$ cat config.mk
export PLATFORM = sky130hd
export DESIGN_NAME = instr_fetch_unit
export DESIGN_NICKNAME = d
export VERILOG_FILES = /design/src/rtl/fetch_pkg.sv /design/src/rtl/fetch_fifo.sv /design/src/rtl/instr_fetch_unit.sv
export SDC_FILE = /design/constraint.sdc
export NUM_CORES = 1
export LEC_CHECK = 0
export CAP_MARGIN = 20
export CORE_ASPECT_RATIO = 1.25
export CORE_MARGIN = 4
export CORE_UTILIZATION = 45
export DETAILED_ROUTE_END_ITERATION = 10
export PLACE_DENSITY = 0.64
export SETUP_SLACK_MARGIN = 0.5
export SYNTH_ARGS = -nofsm -noshare
export SYNTH_HDL_FRONTEND = slang
export SYNTH_SLANG_ARGS = --single-unit
$ cat constraint.sdc
create_clock -name clock -period 3.2 [get_ports clock]
set_input_delay 0.48 -clock clock [delete_from_list [all_inputs] [get_ports clock]]
set_output_delay 0.48 -clock clock [all_outputs]
set_load 0.02 [all_outputs]
$ cat src/rtl/fetch_pkg.sv
// fetch_pkg: shared types and constants for the instruction fetch stage.
//   XLEN             - datapath / address width
//   INSTR_BYTES      - bytes per instruction word (pc increment)
//   RESET_PC_DEFAULT - default PC of the first fetch after reset
//   NOP              - canonical RV32I nop (addi x0, x0, 0)
//   fetch_state_t    - RUN / DRAIN control states
//   word_align()     - clears the byte-offset bits of an address
package fetch_pkg;

  localparam int XLEN        = 32;
  localparam int INSTR_BYTES = 4;

  localparam logic [XLEN-1:0] RESET_PC_DEFAULT = 32'h0000_0000;
  localparam logic [XLEN-1:0] NOP              = 32'h0000_0013;
  localparam logic [XLEN-1:0] PC_ALIGN_MASK    = 32'hFFFF_FFFC;

  typedef enum logic {
    RUN   = 1'b0,
    DRAIN = 1'b1
  } fetch_state_t;

  function automatic logic [XLEN-1:0] word_align(input logic [XLEN-1:0] addr);
    return addr & PC_ALIGN_MASK;
  endfunction

endpackage

$ cat src/rtl/fetch_fifo.sv
// fetch_fifo: synchronous prefetch FIFO holding (instruction, pc) pairs.
// The head entry is read straight from the storage registers, so a word
// pushed in cycle N becomes visible at the head in cycle N+1 (no bypass).
// Ports:
//   clock, reset        - rising-edge clock, async active-high reset
//   flush               - empties the FIFO (wins over push/pop)
//   push, push_data/pc  - write one entry
//   pop                 - retire the head entry
//   head_data/head_pc   - head entry contents
//   count, full, empty  - occupancy status
import fetch_pkg::*;

module fetch_fifo #(
  parameter int  DEPTH = 4,
  localparam int AW    = $clog2(DEPTH),
  localparam int CW    = AW + 1
) (
  input  logic            clock,
  input  logic            reset,
  input  logic            flush,
  input  logic            push,
  input  logic [XLEN-1:0] push_data,
  input  logic [XLEN-1:0] push_pc,
  input  logic            pop,
  output logic [XLEN-1:0] head_data,
  output logic [XLEN-1:0] head_pc,
  output logic [CW-1:0]   count,
  output logic            full,
  output logic            empty
);

  logic [XLEN-1:0] data_mem [DEPTH];
  logic [XLEN-1:0] pc_mem   [DEPTH];
  logic [AW-1:0]   rd_ptr_q, wr_ptr_q;
  logic [CW-1:0]   count_q;
  logic            do_push, do_pop;

  assign empty = (count_q == '0);
  assign full  = (count_q == CW'(DEPTH));
  assign count = count_q;

  // A push into a full FIFO is only accepted when the head leaves the same
  // cycle; the slot being written is then the one being read out.
  assign do_push = push & (!full | pop) & !flush;
  assign do_pop  = pop & !empty & !flush;

  assign head_data = data_mem[rd_ptr_q];
  assign head_pc   = pc_mem[rd_ptr_q];

  always_ff @(posedge clock or posedge reset) begin
    if (reset) begin
      rd_ptr_q <= '0;
      wr_ptr_q <= '0;
      count_q  <= '0;
    end else if (flush) begin
      rd_ptr_q <= '0;
      wr_ptr_q <= '0;
      count_q  <= '0;
    end else begin
      if (do_push) wr_ptr_q <= wr_ptr_q + AW'(1);
      if (do_pop)  rd_ptr_q <= rd_ptr_q + AW'(1);
      count_q <= count_q + CW'(do_push) - CW'(do_pop);
    end
  end

  always_ff @(posedge clock) begin
    if (do_push) begin
      data_mem[wr_ptr_q] <= push_data;
      pc_mem[wr_ptr_q]   <= push_pc;
    end
  end

endmodule

$ cat src/rtl/instr_fetch_unit.sv
// instr_fetch_unit: RISC-V instruction fetch stage.
// Holds the PC, issues word requests to instruction memory under a credit
// scheme that can never overflow the prefetch FIFO, pairs returned words
// with their PCs and hands them to decode over valid/ready. A redirect from
// execute flushes everything buffered and discards in-flight responses.
// Ports:
//   clock, reset                       - rising-edge clock, async active-high reset
//   imem_req_valid/ready, imem_req_addr - fetch request channel
//   imem_rsp_valid, imem_rsp_data       - in-order response channel, no back-pressure
//   redirect_valid, redirect_pc         - one-cycle redirect from execute
//   fetch_valid/ready, fetch_instr/pc   - decode handshake
// Optional build macro FETCH_PERF_CNT_EN adds:
//   perf_fetched - count of decode handshakes
//   perf_stall   - count of cycles with fetch_ready & !fetch_valid
//
// state | meaning
// RUN   | no stale responses pending, every response is kept
// DRAIN | drop_cnt > 0, next responses belong to pre-redirect requests
import fetch_pkg::*;

module instr_fetch_unit #(
  parameter logic [XLEN-1:0] RESET_PC   = RESET_PC_DEFAULT,
  parameter int              FIFO_DEPTH = 4
) (
  input  logic            clock,
  input  logic            reset,
  output logic            imem_req_valid,
  input  logic            imem_req_ready,
  output logic [XLEN-1:0] imem_req_addr,
  input  logic            imem_rsp_valid,
  input  logic [XLEN-1:0] imem_rsp_data,
  input  logic            redirect_valid,
  input  logic [XLEN-1:0] redirect_pc,
  output logic            fetch_valid,
  input  logic            fetch_ready,
  output logic [XLEN-1:0] fetch_instr,
  output logic [XLEN-1:0] fetch_pc
`ifdef FETCH_PERF_CNT_EN
  ,
  output logic [31:0]     perf_fetched,
  output logic [31:0]     perf_stall
`endif
);

  localparam int AW = $clog2(FIFO_DEPTH);
  localparam int CW = AW + 1;

  logic [XLEN-1:0] pc_q, pc_d;
  logic [CW-1:0]   outstanding_q, outstanding_d;
  logic [CW-1:0]   drop_cnt_q, drop_cnt_d;
  fetch_state_t    state_q;

  logic [XLEN-1:0] pcq_mem [FIFO_DEPTH];
  logic [AW-1:0]   pcq_wr_q, pcq_rd_q;

  logic [CW-1:0]   fifo_count;
  logic            fifo_full_unused;
  logic            fifo_empty;
  logic [XLEN-1:0] head_data, head_pc;

  logic [CW:0]     in_use;
  logic            credit_ok;
  logic            req_fire;
  logic            rsp_keep;
  logic            fetch_fire;

  // Credit covers both buffered words and every word still in flight,
  // including stale ones that will be dropped.
  assign in_use    = (CW+1)'(fifo_count) + (CW+1)'(outstanding_q);
  assign credit_ok = (in_use < (CW+1)'(FIFO_DEPTH));

  assign imem_req_valid = credit_ok & !redirect_valid & !reset;
  assign imem_req_addr  = pc_q;
  assign req_fire       = imem_req_valid & imem_req_ready;

  assign rsp_keep = imem_rsp_valid & (state_q == RUN) & !redirect_valid;

  assign fetch_valid = !fifo_empty & !redirect_valid;
  assign fetch_fire  = fetch_valid & fetch_ready;
  assign fetch_instr = fifo_empty ? NOP : head_data;
  assign fetch_pc    = head_pc;

  always_comb begin
    pc_d = pc_q;
    if (redirect_valid)  pc_d = word_align(redirect_pc);
    else if (req_fire)   pc_d = pc_q + XLEN'(INSTR_BYTES);
  end

  // req_fire is never set in a redirect cycle, so one formula covers both.
  assign outstanding_d = outstanding_q + CW'(req_fire) - CW'(imem_rsp_valid);

  // A response arriving in the redirect cycle is already stale, hence it is
  // subtracted from what still has to be dropped.
  always_comb begin
    drop_cnt_d = drop_cnt_q;
    if (redirect_valid)
      drop_cnt_d = outstanding_q - CW'(imem_rsp_valid);
    else if (imem_rsp_valid && state_q == DRAIN)
      drop_cnt_d = drop_cnt_q - CW'(1);
  end

  always_ff @(posedge clock or posedge reset) begin
    if (reset) begin
      pc_q          <= RESET_PC;
      outstanding_q <= '0;
      drop_cnt_q    <= '0;
      state_q       <= RUN;
    end else begin
      pc_q          <= pc_d;
      outstanding_q <= outstanding_d;
      drop_cnt_q    <= drop_cnt_d;
      state_q       <= (drop_cnt_d != '0) ? DRAIN : RUN;
    end
  end

  // PC queue: one entry per live (non-stale) request, consumed by the
  // matching kept response.
  always_ff @(posedge clock or posedge reset) begin
    if (reset) begin
      pcq_wr_q <= '0;
      pcq_rd_q <= '0;
    end else if (redirect_valid) begin
      pcq_wr_q <= '0;
      pcq_rd_q <= '0;
    end else begin
      if (req_fire) pcq_wr_q <= pcq_wr_q + AW'(1);
      if (rsp_keep) pcq_rd_q <= pcq_rd_q + AW'(1);
    end
  end

  always_ff @(posedge clock) begin
    if (req_fire) pcq_mem[pcq_wr_q] <= pc_q;
  end

  fetch_fifo #(
    .DEPTH (FIFO_DEPTH)
  ) u_fifo (
    .clock     (clock),
    .reset     (reset),
    .flush     (redirect_valid),
    .push      (rsp_keep),
    .push_data (imem_rsp_data),
    .push_pc   (pcq_mem[pcq_rd_q]),
    .pop       (fetch_fire),
    .head_data (head_data),
    .head_pc   (head_pc),
    .count     (fifo_count),
    .full      (fifo_full_unused),
    .empty     (fifo_empty)
  );

`ifdef FETCH_PERF_CNT_EN
  always_ff @(posedge clock or posedge reset) begin
    if (reset) begin
      perf_fetched <= '0;
      perf_stall   <= '0;
    end else begin
      perf_fetched <= perf_fetched + 32'(fetch_fire);
      perf_stall   <= perf_stall + 32'(fetch_ready & !fetch_valid);
    end
  end
`endif

endmodule

# Yosys cells after proc, flatten, opt, wreduce, memory -nomap -nowiden
# Memories as Yosys holds them, arrays and structs flattened.
# Cells that the tools add are included.
[word_totals]
ff_bits = 50
ramBits = 384
inputBits = 70
out_inout_bits = 98
wordCells = 69
n_memories = 3
[mem_list]
columns = ["name", "words", "word_bits", "read_ports", "rd_ports_with_merged_regs", "wr", "line_no", "text"]
rows = [
  ["pcq_mem", 4, 32, 1, 0, 1, "instr_fetch_unit.sv:53", "logic [XLEN-1:0] pcq_mem [FIFO_DEPTH];"],
  ["u_fifo.data_mem", 4, 32, 1, 0, 1, "fetch_fifo.sv:32", "logic [XLEN-1:0] data_mem [DEPTH];"],
  ["u_fifo.pc_mem", 4, 32, 1, 0, 1, "fetch_fifo.sv:33", "logic [XLEN-1:0] pc_mem [DEPTH];"],
]
[op_classes]
add_sub_neg = 12
magnitude_cmp = 1
n_eq_ne = 1
mux = 19
bitwise_logic = 13
n_reduce_logical = 11
[op_table]
columns = ["operator", "count"]
rows = [
  ["$mux 32", 3],
  ["$add 32x3->32 const B", 1],
  ["$mux 2", 8],
  ["$and 1x1->1", 11],
  ["$mux 3", 3],
  ["$sub 3x1->3", 3],
  ["$add 2x1->2 const B", 4],
  ["$reduce_bool 2->1", 4],
  ["$add 3x1->3", 2],
  ["$mux 1", 5],
  ["$add 3x3->4", 1],
  ["$logic_not 1->1", 4],
  ["$lt 4x3->1 const B", 1],
  ["$eq 3x3->1 const B", 1],
  ["$logic_not 3->1", 1],
  ["$reduce_bool 3->1", 1],
  ["$sub 3x1->3 const B", 1],
  ["$logic_and 1x1->1", 1],
  ["$not 1->1", 1],
  ["$or 1x1->1", 1],
]

# Longest topological paths before layout
# Gate-level depths: netlist of the first run.
[depth]
ltp_word = 10
ltp_mapped = 11
ltp_nobuf = 10

# Cells and area by module
# From an unflattened synthesis of the first run, not the netlist that was laid out.
[unflattened]
cells_unflattened = 856
hier_area_um2 = 16823.6
[modules_own_cells]
columns = ["mod", "instances", "cells_per_inst", "area_per_inst_um2", "seq_area_each_um2"]
rows = [
  ["fetch_fifo", 1, 382, 9731.8, 7862.5],
  ["instr_fetch_unit", 1, 474, 7091.8, 4629.4],
]

# Worst setup path after synthesis of the first run
# No wires, ideal clock.
[synth_path]
kind = "input-to-reg"
from = "input port redirect_valid"
to = "memory u_fifo.data_mem[0][0] (enable)"
setup_ns = 0.427
arrival_time_ns = 2.576
required_ns = 2.773
path_slack_ns = 0.197
cell_stages = 4
n_path_buf = 2
path_cell_list = "clkbuf_1 > inv_1 > clkbuf_1 > and3_1"
[synth_between]
elab_chain_len = 8
word_cells_on_any_way = 9
cone_classes = "mux (2); bitwise (6); reduce/logical (1)"
[synth_lines]
columns = ["item", "line_no", "text"]
rows = [
  ["start, declared", "instr_fetch_unit.sv:32", "input logic redirect_valid,"],
  ["$logic_not 1->1 *", "fetch_fifo.sv:44, instr_fetch_unit.sv:76, instr_fetch_unit.sv:78", ""],
  ["$and 1x1->1", "instr_fetch_unit.sv:78", "assign fetch_valid = !fifo_empty & !redirect_valid;"],
  ["$and 1x1->1", "instr_fetch_unit.sv:79", "assign fetch_fire = fetch_valid & fetch_ready;"],
  ["$or 1x1->1", "fetch_fifo.sv:44", "assign do_push = push & (!full | pop) & !flush;"],
  ["$and 1x1->1", "fetch_fifo.sv:44", ""],
  ["$and 1x1->1 *", "fetch_fifo.sv:44", ""],
  ["$mux 1 *", "fetch_fifo.sv:67", "if (do_push) begin"],
  ["$mux 1 (not written as such) *", "fetch_fifo.sv:68", "data_mem[wr_ptr_q] <= push_data;"],
  ["end, declared", "fetch_fifo.sv:32", ""],
]
# Mark *: on every way between the ends. The rest lies on a longest branch, timed or not.

# Final worst setup path of the first run
[layout_path]
from = "register u_fifo.rd_ptr_q[0]"
to = "output port fetch_instr[30]"
[layout_between]
elab_chain_len = 2
[layout_lines]
columns = ["item", "line_no", "text"]
rows = [
  ["start, declared", "fetch_fifo.sv:34", "logic [AW-1:0] rd_ptr_q, wr_ptr_q;"],
  ["start signal, assigned", "fetch_fifo.sv:61", "if (do_pop) rd_ptr_q <= rd_ptr_q + AW'(1);"],
  ["$mem_v2 4x32", "--", ""],
  ["$mux 32", "instr_fetch_unit.sv:80", "assign fetch_instr = fifo_empty ? NOP : head_data;"],
  ["end, declared", "instr_fetch_unit.sv:36", "output logic [XLEN-1:0] fetch_instr,"],
]
# Every way passes these cells.

==> results of run 1 <==
[routing by layer]
metal	track usage	up-vias	wire length, um
li1	-	3778	-
met1	0.225	4310	13800
met2	0.281	254	16500
met3	0.0254	53	1460
met4	0.0528	0	828
met5	0	-	0
[cell usage in the layout, fill, tap and decap left out, drive strengths merged, types with 10 or more instances in the layout]
master | Yosys | routed
nand2 | 37 | 37
nor2b | 32 | 32
o21ai | 26 | 26
o211ai | 10 | 10
clkdlybuf4s15 | 0 | 18
xor2 | 10 | 10
dfrtp | 48 | 48
clkbuf | 19 | 65
edfxtp | 368 | 368
clkinv | 0 | 18
inv | 21 | 23
clkdlybuf4s50 | 0 | 96
nand4 | 12 | 12
buf | 21 | 63
mux4 | 92 | 92
nand3 | 22 | 22
ha | 18 | 18
nor2 | 21 | 21
[cells in the mapped netlist, types with 12 or more instances]
master | n | area share
sky130_fd_sc_hd__mux4_2 | 92 | 0.13
sky130_fd_sc_hd__edfxtp_1 | 368 | 0.67
sky130_fd_sc_hd__nand3_1 | 21 | 0.0064
sky130_fd_sc_hd__o21ai_0 | 26 | 0.0079
sky130_fd_sc_hd__ha_1 | 18 | 0.014
sky130_fd_sc_hd__dfrtp_1 | 48 | 0.073
sky130_fd_sc_hd__buf_2 | 12 | 0.0037
sky130_fd_sc_hd__clkbuf_1 | 19 | 0.0044
sky130_fd_sc_hd__nor2b_1 | 32 | 0.012
sky130_fd_sc_hd__nand2_1 | 37 | 0.0085
sky130_fd_sc_hd__nor2_1 | 21 | 0.0048
sky130_fd_sc_hd__inv_1 | 21 | 0.0048
[worst max path at each step]
stage	start	endpoint	slack, ns	cells after the start
4_1_cts	u_fifo.rd_ptr_q[0]	fetch_instr[0]	0.36	5
6_report	u_fifo.rd_ptr_q[0]	fetch_instr[30]	0.49	5
2_1_floorplan	outstanding_q[1]	pcq_mem[0][10]	0.67	6
3_3_place_gp	reset	outstanding_q[1]	0.45	10
3_5_place_dp	reset	outstanding_q[2]	0.41	10
5_1_grt	u_fifo.rd_ptr_q[0]	fetch_instr[30]	0.42	5
[layout make-up]
type                            count  share of cell area
Clock buffer                       46              0.0529
Clock inverter                     29              0.0153
Inverter                           21             0.00391
Multi-Input combinational cell    362               0.193
Sequential cell                   416               0.609
Tap cell                          474              0.0294
Timing Repair Buffer              202              0.0965
[cell families (layout without fill, tap and decap cells)]
| logic type | after synthesis | after routing | synth area share |
|---|---|---|---|
| adder cells (fa/ha/maj) | 20 | 20 | 0.0162 |
| other | 1 | 4 | 0.000229 |
| XOR/XNOR | 18 | 18 | 0.00962 |
| AO/OA/AOI/OAI | 62 | 62 | 0.0249 |
| buffers and inverters | 62 | 298 | 0.0168 |
| AND/OR/NAND/NOR | 164 | 164 | 0.0572 |
| multiplexers | 94 | 94 | 0.128 |
| flip-flops | 416 | 416 | 0.747 |
[power groups by stage]
stage               logic, mW  registers (mW)  clock network [mW]
global placement         2.95            6.67                   0
global route             3.22            6.56                5.23
CTS                      3.01            6.52                5.00
finish                   2.97            6.52                4.86
detailed placement       2.99            6.68                   0
floorplan                1.77            6.59                   0
[state kept, by name, summed over array words and instances, names as in the netlist]
| name | cells |
|---|---|
| u_fifo.data_mem | 128 |
| pcq_mem | 120 |
| u_fifo.pc_mem | 120 |
| imem_req_addr | 30 |
| drop_cnt_q | 3 |
| outstanding_q | 3 |
| u_fifo.count | 3 |
| pcq_rd_q | 2 |
| pcq_wr_q | 2 |
| u_fifo.rd_ptr_q | 2 |
| u_fifo.wr_ptr_q | 2 |
| state_q | 1 |
[timing repair]
item | 4_1_cts | 5_1_grt
setup buffers | 12 | 0
resized for setup | 151 | 52
endpoints found under the setup margin | 63 | 58
cloned | 0 | 1
endpoints found under the hold margin | 0 | 0
[stage by stage]
step | std cells | area, um2 | utilization | hold WS (ns)
floorplan | 840 | 16400 | - | 0.501
global placement | 1462 | 18800 | 0.527 | 0.537
detailed placement | 1462 | 18800 | 0.527 | 0.544
CTS | 1549 | 20200 | 0.566 | 0.235
global route | 1550 | 20100 | 0.565 | 0.266
finish | 1550 | 20100 | 0.565 | 0.254
==> reports/summary.md, run 1 <==
• **number of input and output port buffers inserted** 161
• **relative contribution of sequential cells to total power** 0.454
• **highest ir drop seen on vdd** 0.375 mV
• **clock power share** 0.339
• **Final period util** 0.847
• **die span in x** 179 um
• **cell row count** 77
• **largest net degree at the start of global routing** 64
• **Register-to-Register Path Depth** 10
• **number of antenna cells inserted** 0
• **multi-input gate area in the final layout** 3890 um2
• **global router's overall resource usage** 0.167
• **fraction of registers with async set/reset** 0.115
• **total number of nets in the final design** 1135
• **via count of the first global-routing pass** 8894
• **final setup vio count** 0
• **sequential share of the synthesized area** 0.747
• **hold endpoint** u_fifo.count[2]
• **count of flip-flops with a built-in enable after synthesis** 368
• **floorplan die area** 39600 um2
• **# DRC** 0
• **total area of sequential cells** 12300 um2
• **Cells after Synth** 837
• **number of I/O pins** 168
• **Net Sw Frac** 0.261
• **Inserted Clock Buffers** 42
• **least setup slack across all paths after layout** 0.491 ns
• **slowest cell on the critical path** sky130_fd_sc_hd__mux4_2
• **total congestion overflow** 0
• **total via count after detailed routing** 8395
• **Clock transition at path regs** 0.06 ns
• **Final Power** 14.3 mW
• **die outline height** 221 um
• **max-slew headroom at the worst pin** 0.358
• **clk sinks** 416
• **data arrival at the endpoint of the critical path** 2.23 ns
• **top achievable clock speed** 0.369 GHz
• **antenna violations before repair** 0
• **post-synthesis instance area** 16400 um2
• **count of unique library cells instantiated by Yosys** 47
• **worst reg2reg startpoint** u_fifo.count[1]
• **combinational share of power** 0.207
• **Static Leak** 6.75 nW
• **Vias per Instance** 5.42
• **data required time of the critical path** 2.72 ns
• **Bufs on Longest Clock Path** 3
• **CTS tree** built
• **Total Negative Setup Slacks** 0 ns
• **register bit count reported by yosys** 416
• **CTS Root Cell** sky130_fd_sc_hd__clkbuf_16
• **category of the worst setup path capture point** primary output
• **average wire per standard cell** 21.0 um
• **Initial Util** 0.460
• **RSZ-0062 raised after global routing** true
• **signed area change from the synthesized netlist to the final layout** 22.9%
• **Post-synth top flop** sky130_fd_sc_hd__edfxtp_1
• **CTS H-tree depth** 2
• **Placeable Area** 35600 um2
• **fin. max-slew vios** 0
• **launching element type of the critical path** flip-flop
• **worst path buffer plus inverter count** 3
• **chain of cells forming the critical path** buf_12, buf_16, mux4_2, nor2b_1, clkdlybuf4s15_1
• **syn_area_per_cell** 19.6 um2
• **Routed Wire Length** 32.6 mm
• **wire length of the first global-routing pass** 51.0 mm
• **hold buffer count at CTS** 0
• **net switching power of the design** 3.74 mW
• **total internal power** 10.6 mW
• **slew of the pin with the lowest slew margin** 0.959 ns
• **register-to-register path setup slack** 0.78 ns
• **final-layout fill cell count** 2767
• **maximum net fanout on the critical path** 11
• **worst min path class** input pin to flip-flop
• **HP Start** redirect_valid
• **Hold Violations, Final** 0
• **endpoint of the most critical register-to-register path** outstanding_q[2]
• **maximum single-stage delay on the critical path** 0.49 ns
• **final period demand of the worst path** 2.71 ns
• **Yosys warning count** 0
• **share of final-layout standard cells stronger than drive strength 1** 0.245
• **total of max-cap violations** 0
• **cell family contributing the most delay on the critical path** buffers and inverters
• **clock insertion delay at the later pin of the skew report** 0.54 ns
• **Antenna Violating Nets Remaining** 0
• **outcome** completed
• **DPL Wire Length** 19.7 mm
• **number of design-rule violations left by the first detailed-router iteration** 483
• **power density cells** 712 nW/um2
• **setup slack at placement** 0.413 ns
• **Worst Hold Path Cells** 2
• **worst clock skew** 0.0102 ns
• **routability congestion estimate from global placement** 0.774
• **Crit Path Category** flip-flop to primary output
• **drt pass-1 iters** 5
(Power assumes the default switching activity.)
==> run 2, diff against run 1 <==
==> constraint.sdc (replaced) <==
create_clock -name clock -period 2.8 [get_ports clock]
set_input_delay 0.42 -clock clock [delete_from_list [all_inputs] [get_ports clock]]
set_output_delay 0.42 -clock clock [all_outputs]
set_load 0.02 [all_outputs]
==> reports/summary.md, run 2 (same netlist as run 1, synthesis figures left out) <==
• **highest ir drop seen on vdd** 0.376 mV, +0.51%
• **data arrival at the endpoint of the critical path** 2.15 ns, -0.08 ns
• **final setup vio count** 0, unchanged
• **CTS H-tree depth** 2, unchanged
• **RSZ-0062 raised after global routing** true
• **worst path buffer plus inverter count** 4, +1
• **slowest cell on the critical path** sky130_fd_sc_hd__dfrtp_4
• **share of final-layout standard cells stronger than drive strength 1** 0.306, +0.0607
• **Hold Violations, Final** 0, unchanged
• **Crit Path Category** flip-flop to primary output
• **total congestion overflow** 0, unchanged
• **Total Negative Setup Slacks** 0 ns, unchanged
• **number of antenna cells inserted** 0, unchanged
• **fin. max-slew vios** 0, unchanged
• **total of max-cap violations** 0, unchanged
• **final-layout fill cell count** 2653, -4.1%
• **number of input and output port buffers inserted** 161, unchanged
• **routability congestion estimate from global placement** 0.804, +3.8%
• **category of the worst setup path capture point** primary output
• **antenna violations before repair** 0, unchanged
• **number of design-rule violations left by the first detailed-router iteration** 457, -5.4%
• **wire length of the first global-routing pass** 51.7 mm, +1.2%
• **average wire per standard cell** 20.9 um, -0.67%
• **worst min path class** input pin to asynchronous set/reset pin
• **most flop-heavy register** u_fifo.data_mem
• **Clock transition at path regs** 0.06 ns, about the same
• **leading cell type in the layout, fill and taps excluded** sky130_fd_sc_hd__edfxtp_1
• **power density cells** 814 nW/um2, +14%
• **cell family contributing the most delay on the critical path** buffers and inverters
• **CTS Root Cell** sky130_fd_sc_hd__clkbuf_16
• **hold buffer count at CTS** 0, unchanged
• **Bufs on Longest Clock Path** 3, unchanged
• **final period demand of the worst path** 2.57 ns
• **Antenna Violating Nets Remaining** 0, unchanged
• **Initial Util** 0.460, unchanged
• **floorplan die area** 39600 um2, unchanged
• **die outline height** 221 um, unchanged
• **maximum net fanout on the critical path** 5, -6
• **outcome** completed
• **Register-to-Register Path Depth** 10, unchanged
• **clock insertion delay at the later pin of the skew report** 0.53 ns, about the same
• **cell row count** 77, unchanged
• **clk sinks** 416, unchanged
• **Final period util** 0.916
• **register-to-register path setup slack** 0.50 ns, -0.28 ns
• **top achievable clock speed** 0.390 GHz
• **worst clock skew** 0.0120 ns, +0.00185 ns
• **most used cells in the layout excluding fill and tap cells** 368 x sky130_fd_sc_hd__edfxtp_1, 96 x sky130_fd_sc_hd__clkdlybuf4s50_1, 92 x sky130_fd_sc_hd__mux4_2
• **CTS tree** built
• **endpoint of the most critical register-to-register path** u_fifo.count[2]
• **# DRC** 0, unchanged
• **Vias per Instance** 5.35, -1.3%
• **Placeable Area** 35600 um2, unchanged
• **utilization after layout** 0.584, +0.0191
• **Inserted Clock Buffers** 41, -2.4%
• **drt pass-1 iters** 4, -1
• **total number of nets in the final design** 1162, +2.4%
• **die span in x** 179 um, unchanged
• **number of I/O pins** 168, unchanged
• **global router's overall resource usage** 0.169, +0.00148
• **worst reg2reg startpoint** u_fifo.count[1]
• **largest net degree at the start of global routing** 44, -31%
• **max FFs per register** 128, unchanged
• **Static Leak** 7.03 nW, +4.1%
• **maximum single-stage delay on the critical path** 0.51 ns, +0.02 ns
• **via count of the first global-routing pass** 9030, +1.5%
• **signed area change from the synthesized netlist to the final layout** 27.0%
• **data required time of the critical path** 2.38 ns, -0.34 ns
• **chain of cells forming the critical path** buf_12, buf_8, buf_16, mux4_2, nor2b_2, buf_6
• **launching element type of the critical path** flip-flop
• **registers with the most flip-flops** u_fifo.data_mem (128), pcq_mem (120), u_fifo.pc_mem (120)
• **DPL Wire Length** 20.2 mm, +2.9%
• **Routed Wire Length** 32.9 mm, +0.93%
• **total via count after detailed routing** 8421, +0.31%
==> run 2: cell types whose count changed in the layout (fill, tap and decap cells not counted), sizes merged, moves of 2 or more <==
cell	change
buf	+66
bufinv	-2
clkbuf	-15
clkdlybuf4s15	-15
clkinv	-4
dlygate4sd2	-5
==> run 2: repair_timing <==
item,CTS,global route
setup buffers,18,1
cloned,4,1
gates resized for setup,340,56
setup endpoints to repair,66,70
pin swaps,2,3
==> run 2: area by class of cell <==
type / instances / area (um2) / area share
sequential: 416 / 12300 / 0.589
tap: 474 / 593 / 0.0285
clock inverter: 23 / 223 / 0.0107
inverter: 21 / 78.8 / 0.00379
clock buffer: 49 / 1060 / 0.0507
multi-input combinational: 362 / 4070 / 0.195
timing repair buffer: 230 / 2540 / 0.122
==> run 2: layer usage <==
layer / global-route usage / routed length (um) / up-vias
met5: 0 / 0 / -
met4: 0.0493 / 801 / 0
met3: 0.0300 / 1590 / 46
met2: 0.283 / 16800 / 204
met1: 0.226 / 13700 / 4344
li1: - / - / 3827
==> run 2: power by group <==
group	switching, mW	internal, mW
Sequential	0.287	7.16
Combinational	1.98	2.27
Clock	2.20	3.06
Total	4.46	12.5
==> run 2: how the worst max path moves through the flow <==
stage | from | end | depth (start not counted)
after floorplan | u_fifo.count[1] | outstanding_q[1] | 11
after global placement | imem_rsp_valid | u_fifo.data_mem[2][5] | 6
after detailed placement | reset | outstanding_q[1] | 10
after CTS | u_fifo.rd_ptr_q[0] | fetch_pc[20] | 5
after global routing | u_fifo.rd_ptr_q[0] | fetch_instr[7] | 6
final | u_fifo.rd_ptr_q[0] | fetch_instr[11] | 6
==> run 2: stage by stage <==
stage / area (um2) / cells / setup slack, ns / power (mW) / hold WS (ns)
final: 20800 / 1575 / 0.234 / 17.0 / 0.228
after global placement: 19000 / 1479 / 0.247 / 11.1 / 0.547
after floorplan: 16400 / 840 / 0.502 / 9.56 / 0.511
after detailed placement: 19000 / 1479 / 0.267 / 11.1 / 0.562
after CTS: 20600 / 1573 / 0.191 / 16.9 / 0.171
after global routing: 20800 / 1575 / 0.170 / 17.7 / 0.241
==> run 2: worst reg2reg max path, cell delays in order (launching register included) <==
cell and delay (ns):
sky130_fd_sc_hd__dfrtp_2 0.48, sky130_fd_sc_hd__nor3_4 0.33, sky130_fd_sc_hd__nand2b_1 0.19, sky130_fd_sc_hd__nor2_1 0.06, sky130_fd_sc_hd__ha_1 0.28, sky130_fd_sc_hd__inv_1 0.06, sky130_fd_sc_hd__ha_1 0.13, sky130_fd_sc_hd__inv_1 0.04
sky130_fd_sc_hd__fa_1 0.37, sky130_fd_sc_hd__xnor2_1 0.18, sky130_fd_sc_hd__nor2_1 0.05
==> run 3, diff against run 2 <==
--- a/config.mk
+++ b/config.mk
@@ -5,12 +5,14 @@
 export SDC_FILE = /design/constraint.sdc
 export NUM_CORES = 1
 export LEC_CHECK = 0
+export ABC_CLOCK_PERIOD_IN_PS = 2800
 export CAP_MARGIN = 20
 export CORE_ASPECT_RATIO = 1.25
 export CORE_MARGIN = 4
 export CORE_UTILIZATION = 45
 export DETAILED_ROUTE_END_ITERATION = 10
 export PLACE_DENSITY = 0.64
+export REMOVE_ABC_BUFFERS = 1
 export SETUP_SLACK_MARGIN = 0.5
 export SYNTH_ARGS = -nofsm -noshare
 export SYNTH_HDL_FRONTEND = slang
==> reports/summary.md, run 3 (same netlist as run 1, synthesis figures left out) <==
• **Clock transition at path regs** 0.06 ns, about the same
• **most flop-heavy register** u_fifo.data_mem
• **wire length on met3** 1.65 mm, +4.0%
• **area after detailed placement** 19100 um2, +0.54%
• **signed area change from the synthesized netlist to the final layout** 29.7%
• **antenna violations before repair** 0, unchanged
• **final setup vio count** 0, unchanged
• **top achievable clock speed** 0.387 GHz, -0.77%
• **Final Cell Area** 21300 um2, +2.1%
• **slew of the pin with the lowest slew margin** 0.667 ns
• **total of max-cap violations** 0, unchanged
• **RSZ-0062 raised after global routing** true
• **wire length of the first global-routing pass** 54.5 mm, +5.6%
• **leading cell type in the layout, fill and taps excluded** sky130_fd_sc_hd__edfxtp_1
• **outcome** completed
• **largest net degree at the start of global routing** 39, -11%
• **total via count after detailed routing** 8646, +2.7%
• **Routed Wire Length** 35.0 mm, +6.4%
• **Bufs on Longest Clock Path** 3, unchanged
• **CTS tree** built
• **Top Metal Used** met4
• **Static Leak** 7.25 nW, +3.3%
• **total number of nets in the final design** 1195, +2.8%
• **Vias per Instance** 5.39, +0.88%
• **maximum net fanout on the critical path** 7, +2
• **most used cells in the layout excluding fill and tap cells** 368 x sky130_fd_sc_hd__edfxtp_1, 95 x sky130_fd_sc_hd__clkdlybuf4s50_1, 92 x sky130_fd_sc_hd__mux4_2
• **Hold Violations, Final** 0, unchanged
• **met1 wire length** 14.2 mm, +3.6%
• **# DRC** 0, unchanged
• **Total Negative Setup Slacks** 0 ns, unchanged
• **data arrival at the endpoint of the critical path** 2.17 ns, +0.02 ns
• **launching element type of the critical path** flip-flop
• **cell count after placement** 1490, +0.74%
• **worst min path class** input pin to asynchronous set/reset pin
• **fin. max-slew vios** 0, unchanged
• **CTS H-tree depth** 2, unchanged
• **data required time of the critical path** 2.38 ns, about the same
• **final-layout fill cell count** 2667, +0.53%
• **average wire per standard cell** 21.8 um, +4.6%
• **Initial Util** 0.460, unchanged
• **Inserted Clock Buffers** 40, -2.4%
• **cell row count** 77, unchanged
• **clock insertion delay at the later pin of the skew report** 0.53 ns, about the same
• **worst clock skew** 0.0155 ns, +0.00345 ns
• **DPL Wire Length** 21.9 mm, +8.2%
• **Crit Path Category** flip-flop to primary output
• **routability congestion estimate from global placement** 0.770, -4.2%
• **share of final-layout standard cells stronger than drive strength 1** 0.319, +0.0128
• **clk sinks** 416, unchanged
• **routed length on met2** 18.4 mm, +9.8%
• **number of design-rule violations left by the first detailed-router iteration** 458, +0.22%
• **global router's overall resource usage** 0.180, +0.0114
• **power density cells** 816 nW/um2, +0.19%
• **Placeable Area** 35600 um2, unchanged
• **number of antenna cells inserted** 0, unchanged
• **non-filler cells, final** 1603, +1.8%
• **drt pass-1 iters** 5, +1
• **die span in x** 179 um, unchanged
• **number of input and output port buffers inserted** 161, unchanged
• **max FFs per register** 128, unchanged
• **Final period util** 0.924, +0.00716
• **final period demand of the worst path** 2.59 ns, +0.0200 ns
• **max-slew headroom at the worst pin** 0.556
• **Antenna Violating Nets Remaining** 0, unchanged
• **worst hold margin** 0.242 ns, +0.0137 ns
• **multi-input gate area in the final layout** 4080 um2, +0.28%
• **floorplan die area** 39600 um2, unchanged
• **die outline height** 221 um, unchanged
• **CTS Root Cell** sky130_fd_sc_hd__clkbuf_16
• **Final Power** 17.3 mW, +2.3%
• **registers with the most flip-flops** u_fifo.data_mem (128), pcq_mem (120), u_fifo.pc_mem (120)
• **highest ir drop seen on vdd** 0.437 mV, +16%
• **via count of the first global-routing pass** 9149, +1.3%
• **category of the worst setup path capture point** primary output
• **number of I/O pins** 168, unchanged
• **total congestion overflow** 0, unchanged
• **total area of sequential cells** 12300 um2, about the same
## run 3: cell count changes in the layout (fill, tap and decap cells not counted), moves of 5 or more
| cell | before | now |
|---|---|---|
| sky130_fd_sc_hd__buf_12 | 26 | 34 |
| sky130_fd_sc_hd__buf_2 | 22 | 16 |
| sky130_fd_sc_hd__buf_4 | 35 | 47 |
| sky130_fd_sc_hd__buf_6 | 39 | 63 |
| sky130_fd_sc_hd__clkbuf_1 | 8 | 13 |
| sky130_fd_sc_hd__clkinv_1 | 8 | 3 |
## run 3: critical path, stage by stage (launching register included)
cell and delay [ns]:
sky130_fd_sc_hd__dfrtp_4 0.51, sky130_fd_sc_hd__buf_12 0.15, sky130_fd_sc_hd__buf_12 0.14, sky130_fd_sc_hd__buf_12 0.12, sky130_fd_sc_hd__mux4_2 0.42, sky130_fd_sc_hd__nor2b_1 0.14
sky130_fd_sc_hd__buf_2 0.15
## run 3: final cells by class
class	instances	area share
Clock buffer	56	0.0519
Timing Repair Buffer	264	0.139
Tap cell	474	0.0279
Clock inverter	10	0.00818
Sequential cell	416	0.577
Inverter	21	0.00371
Multi-Input combinational cell	362	0.192
## run 3: metal layers
| layer | vias to the layer above | GRT usage |
|---|---|---|
| li1 | 3891 | - |
| met1 | 4486 | 0.235 |
| met2 | 219 | 0.317 |
| met3 | 50 | 0.0278 |
| met4 | 0 | 0.0433 |
| met5 | - | 0 |
## run 3: power by group
| group | internal, mW | switching [mW] | leakage, nW | total [mW] |
|---|---|---|---|---|
| logic | 2.54 | 2.12 | 2.73 | 4.66 |
| clock network | 3.19 | 2.10 | 0.614 | 5.29 |
| registers | 7.16 | 0.237 | 3.91 | 7.40 |
## run 3: path summary, 6_finish.rpt
path	start	end	slack, ns	cells after the start
worst max-delay path	u_fifo.rd_ptr_q[0]	fetch_instr[15]	0.21	6
worst min-delay path	reset	outstanding_q[0]	0.24	2
worst max register to register	u_fifo.count[1]	outstanding_q[1]	0.40	12
worst min register to register	outstanding_q[0]	outstanding_q[0]	0.56	1
max in group asynchronous	reset	imem_req_addr[3]	2.04	3
min in group clock	redirect_valid	u_fifo.count[1]	0.39	3
## run 3: timing repair
action | in CTS | in global routing
setup buffers | 27 | 15
endpoints found under the setup margin | 73 | 199
gates resized for setup | 377 | 51
cloned | 5 | 0
hold buffers | 0 | 0
pin swaps | 6 | 7
## run 3: per-stage QoR
| stage | worst slack (ns) | utilization |
|---|---|---|
| after floorplan | -1.13 | - |
| after global placement | 0.321 | 0.537 |
| after detailed placement | 0.272 | 0.537 |
| after CTS | 0.169 | 0.588 |
| after global routing | 0.143 | 0.596 |
| final | 0.214 | 0.596 |
